==> config.mk <==
export PLATFORM = sky130hd
export DESIGN_NAME = mux_scan_ctrl
export DESIGN_NICKNAME = d
export VERILOG_FILES = /design/src/rtl/mux_scan_pkg.sv /design/src/rtl/mux_scan_next.sv /design/src/rtl/mux_scan_ctrl.sv
export SDC_FILE = /design/constraint.sdc
export NUM_CORES = 1
export LEC_CHECK = 0
export ABC_AREA = 1
export BUFFER_PORTS_ARGS = -buffer_cell sky130_fd_sc_hd__clkbuf_2
export CAP_MARGIN = 15
export CORE_MARGIN = 2
export CORE_UTILIZATION = 55
export DETAILED_ROUTE_END_ITERATION = 12
export PLACE_DENSITY_LB_ADDON = 0.12
export SLEW_MARGIN = 10
export SYNTH_ARGS = -nofsm -noshare
export SYNTH_HDL_FRONTEND = slang
export SYNTH_SLANG_ARGS = --single-unit
==> constraint.sdc <==
create_clock -name clk -period 2.25 [get_ports clk]
set_input_delay 0.225 -clock clk [delete_from_list [all_inputs] [get_ports clk]]
set_output_delay 0.225 -clock clk [all_outputs]
set_load 0.01 [all_outputs]
==> src/rtl/mux_scan_pkg.sv <==
// Shared types and constants for the 8-channel mux scanner.
package mux_scan_pkg;

  localparam int unsigned N_CH = 8;
  localparam int unsigned CH_W = 3;

  typedef enum logic [1:0] {
    StIdle   = 2'd0,
    StSettle = 2'd1,
    StDone   = 2'd2
  } state_e;

endpackage

==> src/rtl/mux_scan_next.sv <==
// Combinational channel search: the lowest set mask bit when i_first is high,
// otherwise the lowest set bit strictly above i_cur.
import mux_scan_pkg::*;

module mux_scan_next (
  input  logic [N_CH-1:0] i_mask,
  input  logic [CH_W-1:0] i_cur,
  input  logic            i_first,
  output logic [CH_W-1:0] o_next,
  output logic            o_found
);

  // Walk downwards so the lowest qualifying bit is the last one written.
  always_comb begin
    o_next  = '0;
    o_found = 1'b0;
    for (int k = N_CH - 1; k >= 0; k--) begin
      if (i_mask[k] && (i_first || (k > int'(i_cur)))) begin
        o_next  = CH_W'(k);
        o_found = 1'b1;
      end
    end
  end

endmodule

==> src/rtl/mux_scan_ctrl.sv <==
// Sequential scanner driving 8-to-1 mux selects and capturing the mux output
// per enabled channel. Optional continuous rescan is built when
// MUX_SCAN_CONT_EN is defined (adds the cont input).
import mux_scan_pkg::*;

module mux_scan_ctrl #(
  parameter int unsigned DWELL_W = 4
) (
  input  logic               clk,
  input  logic               rst_n,
  input  logic               start,
  input  logic [N_CH-1:0]    ch_mask,
  input  logic [DWELL_W-1:0] dwell,
  input  logic               y,
`ifdef MUX_SCAN_CONT_EN
  input  logic               cont,
`endif
  output logic               s0,
  output logic               s1,
  output logic               s2,
  output logic               busy,
  output logic               done,
  output logic [N_CH-1:0]    data
);

  state_e             r_state, w_state_d;
  logic [N_CH-1:0]    r_mask, w_mask_d;
  logic [DWELL_W-1:0] r_dwell, w_dwell_d;
  logic [DWELL_W-1:0] r_cnt, w_cnt_d;
  logic [CH_W-1:0]    r_ch, w_ch_d;
  logic [N_CH-1:0]    r_data, w_data_d;

  logic               w_first;
  logic [N_CH-1:0]    w_srch_mask;
  logic [CH_W-1:0]    w_next;
  logic               w_found;
  logic               w_load;

  // Outside SETTLE the search looks at the live mask for a fresh scan.
  assign w_first     = (r_state != StSettle);
  assign w_srch_mask = w_first ? ch_mask : r_mask;

  mux_scan_next u_next (
    .i_mask  (w_srch_mask),
    .i_cur   (r_ch),
    .i_first (w_first),
    .o_next  (w_next),
    .o_found (w_found)
  );

`ifdef MUX_SCAN_CONT_EN
  assign w_load = ((r_state == StIdle) && start) || ((r_state == StDone) && cont);
`else
  assign w_load = (r_state == StIdle) && start;
`endif

  // Next-state logic: dwell countdown, sample/advance, and scan (re)load.
  always_comb begin
    w_state_d = r_state;
    w_mask_d  = r_mask;
    w_dwell_d = r_dwell;
    w_cnt_d   = r_cnt;
    w_ch_d    = r_ch;
    w_data_d  = r_data;

    unique case (r_state)
      StIdle: ;
      StSettle: begin
        if (r_cnt != '0) begin
          w_cnt_d = r_cnt - DWELL_W'(1);
        end else begin
          w_data_d[r_ch] = y;
          if (w_found) begin
            w_ch_d  = w_next;
            w_cnt_d = r_dwell;
          end else begin
            w_state_d = StDone;
          end
        end
      end
      StDone:  w_state_d = StIdle;
      default: w_state_d = StIdle;
    endcase

    // A zero mask skips SETTLE entirely; the select keeps its last channel.
    if (w_load) begin
      w_mask_d  = ch_mask;
      w_dwell_d = dwell;
      w_data_d  = '0;
      if (w_found) begin
        w_ch_d    = w_next;
        w_cnt_d   = dwell;
        w_state_d = StSettle;
      end else begin
        w_state_d = StDone;
      end
    end
  end

  // State registers with asynchronous clear.
  always_ff @(posedge clk or negedge rst_n) begin
    if (!rst_n) begin
      r_state <= StIdle;
      r_mask  <= '0;
      r_dwell <= '0;
      r_cnt   <= '0;
      r_ch    <= '0;
      r_data  <= '0;
    end else begin
      r_state <= w_state_d;
      r_mask  <= w_mask_d;
      r_dwell <= w_dwell_d;
      r_cnt   <= w_cnt_d;
      r_ch    <= w_ch_d;
      r_data  <= w_data_d;
    end
  end

  assign {s2, s1, s0} = r_ch;
  assign busy         = (r_state == StSettle);
  assign done         = (r_state == StDone);
  assign data         = r_data;

endmodule

; ---- Word level (Yosys, flattened, before mapping)
; Cells that the tools add are included.
[totals]
regBits = 29
inputBits = 16
output_inout_bits = 13
wordCells = 83
[op_classes]
n_addsub = 1
magnitude_cmp = 9
eq_ne = 7
mux = 38
reduce_logical = 22
[op_table]
columns = cell, n
row1 = $mux W3, 13
row2 = $mux W8, 4
row3 = $mux W4, 5
row4 = $gt A3 B3 Y1 const A, 4
row5 = $logic_and A1 B1 Y1, 10
row6 = $mux W1, 9
row7 = $bwmux W8, 1
row8 = $mux W2, 4
row9 = $logic_or A1 B1 Y1, 7
row10 = $gt A2 B3 Y1 const A, 2
row11 = $ne A3 B3 Y1 const B, 2
row12 = $lt A3 B4 Y1 const B, 1
row13 = $ne A2 B2 Y1 const B, 2
row14 = $pmux W2 S2, 1
row15 = $reduce_bool A4 Y1, 1
row16 = $sub A4 B1 Y4 const B, 1
row17 = $demux W1 S3, 1
row18 = $ge A3 B1 Y1 const B, 1
row19 = $gt A1 B3 Y1 const A, 1
row20 = $reduce_and A3 Y1, 1
row21 = $eq A2 B1 Y1 const B, 1
row22 = $eq A2 B2 Y1 const B, 1
row23 = $logic_not A2 Y1, 1
row24 = $ne A2 B1 Y1 const B, 1
row25 = 2 further kinds, 2

; ---- Logic depth before layout (Yosys ltp)
[depth]
word_depth = 16
mapped_depth = 14
mapped_depth_nobuf = 13

; ---- Modules after synthesis
; Synthesis repeated with hierarchy kept, for this count alone.
[unflattened]
cells_unflattened = 251
area_unflattened_um2 = 1732.9
[by_module_without_submodules]
columns = mod, instances, cells_per_inst, area_each_um2, seq_area_each_um2
row1 = mux_scan_ctrl, 1, 211, 1550.2, 725.7
row2 = mux_scan_next, 1, 40, 182.7, 0.0

; ---- Least setup slack after synthesis
; No wires, ideal clock.
[synth_path]
path_kind = register to register
start = reg r_cnt[0]
end = reg r_data[0] (netlist: data[0])
setup_time_ns = 0.123
t_arrival_ns = 1.490
t_required_ns = 2.127
setup_slack_ns = 0.637
path_stages_with_launch = 8
n_path_buf = 0
period_less_slack_ns = 1.613
path_cell_list = dfrtp_1 > inv_1 > ha_1 > nand3_1 > nor2_1 > inv_1 > o31ai_1 > inv_1
[synth_via]
elab_chain_cells = 3
[synth_rtl]
columns = element, line
row1 = from (decl), mux_scan_ctrl.sv:29  ; logic [DWELL_W-1:0] r_cnt, w_cnt_d;
row2 = from (signal assigned), mux_scan_ctrl.sv:113  ; r_cnt <= w_cnt_d;
row3 = $reduce_bool A4 Y1, mux_scan_ctrl.sv:69  ; if (r_cnt != '0) begin
row4 = $ne A2 B2 Y1 (no line), -
row5 = $reduce_and A2 Y1 (no line), -
row6 = to (signal assigned), mux_scan_ctrl.sv:115  ; r_data <= w_data_d;
row7 = to (decl), mux_scan_ctrl.sv:31  ; logic [N_CH-1:0] r_data, w_data_d;
; No other way between the ends.
; A chain may end at the register's enable or synchronous reset.

; ---- Worst setup path after layout
[layout_path]
start = reg r_state[0]
end = reg r_cnt[1]
[layout_via]
elab_chain_cells = 16
elab_cells_between_ends = 33
classes_between = 2 x eq/ne / 14 x mux / 17 x reduce/logical
[layout_rtl]
columns = element, line
row1 = from (decl), mux_scan_ctrl.sv:26  ; state_e r_state, w_state_d;
row2 = from (signal assigned), mux_scan_ctrl.sv:103  ; r_state <= StIdle;
row3 = from (signal assigned), mux_scan_ctrl.sv:110  ; r_state <= w_state_d;
row4 = $ne A2 B1 Y1, mux_scan_ctrl.sv:40  ; assign w_first = (r_state != StSettle);
row5 = $mux W8 or $logic_or A1 B1 Y1 (tied branches), "mux_scan_ctrl.sv:41, mux_scan_next.sv:18"
row6 = $logic_and A1 B1 Y1, mux_scan_next.sv:18  ; if (i_mask[k] && (i_first || (k > int'(i_cur)))) begin
row7 = $mux W1 (8 in series), mux_scan_next.sv:18
row8 = $mux W4, mux_scan_ctrl.sv:73  ; if (w_found) begin
row9 = $mux W4, mux_scan_ctrl.sv:69
row10 = $mux W4, mux_scan_ctrl.sv:66  ; unique case (r_state)
row11 = $mux W4, mux_scan_ctrl.sv:90  ; if (w_found) begin
row12 = $mux W4 (*), mux_scan_ctrl.sv:86  ; if (w_load) begin
row13 = net w_cnt_d[1], mux_scan_ctrl.sv:29
; The timed path passes the listed nets; every way through them passes the cells marked *.

==> impl_metrics.py <==
metrics = {
    "worst_setup_path": {
        "crit_arrival_ns": 2.20,
        "max_stage_delay_ns": 0.50,
        "slowest_stage": "dfrtp_1",
        "critPathMaxFanout": 14,
        "r2r_cells": 12,
        "cp_top_family": "simple AND/OR/NAND/NOR gates",
        "crit_top_cell": "nand2_1",
        "path_cells": "inv_2 -> nor2_4 -> o21ai_0 -> nand2_1 -> nand3_4 -> nor2_8 -> nand2_4 -> nand2_4 -> inv_4 -> nor2_2 -> nand2_1 -> nand2_1",
        "worstPathBufferInverterCount": 2,
        "crit_path_end_kind": "flop",
        "crit_start": "r_state[0]",
        "cp.required_ns": 2.52,
        "timing.rr.start": "r_state[0]",
        "crit_path_start_kind": "flop",
        "critical_path_class": "flop to flop",
        "path_depth": 12,
    },
    "die": {
        "dieWidth_um": 59.85,
        "start_util_pct": 57.12,
        "dieArea_um2": 3581,
        "pin_count": 29,
        "core_area_um2": 3003,
        "num_rows": 20,
        "dieHeight_um": 59.85,
    },
    "routing": {
        "drt-initial-drc-count": 60,
        "vias": 1545,
        "drc": 0,
        "drt_wl_total_um": 3512,
        "ant_nets": 0,
        "wl_per_cell_um": 11.75,
        "drt-pass1-iter-count": 4,
        "viasPerCell": 5.167,
    },
    "global_routing": {
        "grt_overflow": 0,
        "antenna_found_initial": 0,
        "grt_max_degree": 29,
        "grt_pass1_wl_um": 6003,
        "grtUsageTotal_pct": 22.11,
        "grt_pass1_vias": 1424,
    },
    "clock_network": {
        "cts_hold_buffers": 1,
        "post-cts-setup-buffers": 0,
        "post_cts_resized": 0,
        "cts_buffers": 3,
        "root_buffer": "clkbuf_4",
        "clkSinkCount": 28,
        "clockBufferDepth": 2,
        "cts.clk_slew.worst_paths_ns": 0.14,
        "insertion_delay_ns": 0.32,
        "htreeDepth": 1,
        "cts_tree": "built",
    },
    "placement": {
        "gp_congestion": 0.9046,
        "dpl_worst_slack_ns": 0.3279,
        "post-dp-hpwl_um": 2695,
        "portBuffers": 28,
        "dp_cells": 294,
    },
    "finish": {
        "fin_cells": 299,
        "fin_util_pct": 63.88,
        "final_common_cell": "nand2_1",
        "diodes": 0,
        "final_cell_mix": "nand2_1, dfrtp_1, clkbuf_2",
        "nets": 284,
        "layout-drive-gt1-share_pct": 21.43,
        "syn2layout_area_growth_pct": 11.82,
    },
    "sta": {
        "finalWorstSetupSlack_ns": 0.3262,
        "worst_slew_pin_slew_ns": 0.6820,
        "period_needed_ns": 1.924,
        "finalSetupViolations": 0,
        "period_share_pct": 85.50,
        "hold_viol": 0,
        "slew_headroom_pct": 54.53,
        "slew_violations": 0,
        "hold_ws_ns": 0.1076,
        "fin_tns_setup_ns": 0,
        "fmax_mhz": 519.8,
        "rsz0062_at_grt": "false",
        "finClkSkew_ns": 0.006697,
    },
    "run_status": {
        "outcome": "finished clean",
    },
    "pwr": {
        "clock_power_share_pct": 9.5,
        "power_density_nw_per_um2": 1322,
        "netSwitchingFraction_pct": 48.80,
        "irDropWorstVdd_uv": 675.4,
        "p_leak_nw": 1.134,
        "switchingPower_w": 0.001237,
        "pwr-share-seq_pct": 34.5,
        "p_int_w": 0.001298,
        "combPwrFrac_pct": 56.0,
    },
    "yosys": {
        "avgSynthCellArea_um2": 7.238,
        "synth_nets": 254,
        "synthDistinctLibCells": 29,
        "async_flop_share_pct": 100.0,
        "syn_area_um2": 1715,
        "synth_edf_count": 0,
        "synth_seq_cells": 28,
        "synthCells": 237,
        "yosysSeqAreaShare_pct": 40.85,
        "synthFlopType": "dfrtp_1",
        "yosysWarnings": 0,
    },
    "flow_run": {
        "cap_violations": 0,
    },
    "min_path": {
        "min-delay-start": "ch_mask[1]",
        "hold_depth": 3,
        "hp-class": "input port to flop",
    },
}
area by class of cell:
class / count / area (um2)
repair buffers: 32 / 172.7
fillers: 301 / 1085
inverters: 30 / 115.1
flip-flops and latches: 28 / 700.7
clock buffers: 4 / 36.28
multi-input cells: 172 / 852.1
well taps: 33 / 41.29
stage by stage:
stage | cell area, um2 | total power, W
after CTS | 1918 | 0.002558
final | 1918 | 0.002535
after detailed placement | 1872 | 0.002312
after floorplan | 1715 | 0.002019
after global placement | 1872 | 0.002295
after global routing | 1918 | 0.002800
flip-flops by register name, summed over array words and instances, names as in the netlist:
name,count
data,8
r_state,2
r_mask,7
r_dwell,4
r_ch,3
r_cnt,4
per-layer routing:
layer | wire, um | part of all wire, % | global-route usage [%] | vias to the layer above
met3 | 108 | 3.1 | 2.597 | 11
li1 | - | - | - | 806
met4 | 70 | 2.0 | 7.619 | 0
met1 | 1633 | 46 | 27.14 | 699
met2 | 1699 | 48 | 39.60 | 29
met5 | 0 | 0 | 0 | -
worst paths after layout:
path / slack, ns / endpoint
max: 0.33 / r_cnt[1]
min: 0.11 / r_mask[1]
max reg2reg: 0.33 / r_cnt[1]
min reg2reg: 0.51 / r_mask[5]
max in group asynchronous: 1.37 / data[7]
min in group asynchronous: 0.45 / r_cnt[3]
power groups by stage:
stage	combinational, W	clock (W)	sequential, W
floorplan	0.00117	0	0.000850
global placement	0.00142	0	0.000879
detailed placement	0.00143	0	0.000883
CTS	0.00143	0.000252	0.000872
global route	0.00162	0.000279	0.000904
finish	0.00142	0.000242	0.000874
cell usage after synthesis (3+ instances only):
master / instances / area [um2]
clkbuf_1: 3 / 11.26
nand2_4: 3 / 33.78
dfrtp_1: 28 / 700.7
nor2_2: 3 / 18.77
o21ai_0: 15 / 75.07
nand2_1: 88 / 330.3
nand4_1: 4 / 25.02
nor2_1: 14 / 52.55
a21oi_1: 6 / 30.03
nand3_1: 16 / 80.08
nand2_2: 7 / 43.79
inv_1: 27 / 101.4
cells by family (layout without fill, tap and decap cells):
logic type                 Yosys count  after routing  share of synthesized area, %
AOI/OAI and AO/OA                   28             28                         8.826
xor gates and xnor gates             1              1                        0.5107
adders and majority gates            1              1                        0.7293
buffers and inverters               37             66                         9.482
DFF                                 28             28                         40.85
and+or+nand+nor                    142            142                         39.61
worst register-to-register path, stage by stage, from the launching register on:
cell     delay (ns)
dfrtp_1        0.50
inv_2          0.08
nor2_4         0.28
o21ai_0        0.16
nand2_1        0.17
nand3_4        0.12
nor2_8         0.13
nand2_4        0.09
nand2_4        0.11
inv_4          0.06
nor2_2         0.07
nand2_1        0.06
nand2_1        0.05
Note: power is estimated with default switching activity, not from simulation.
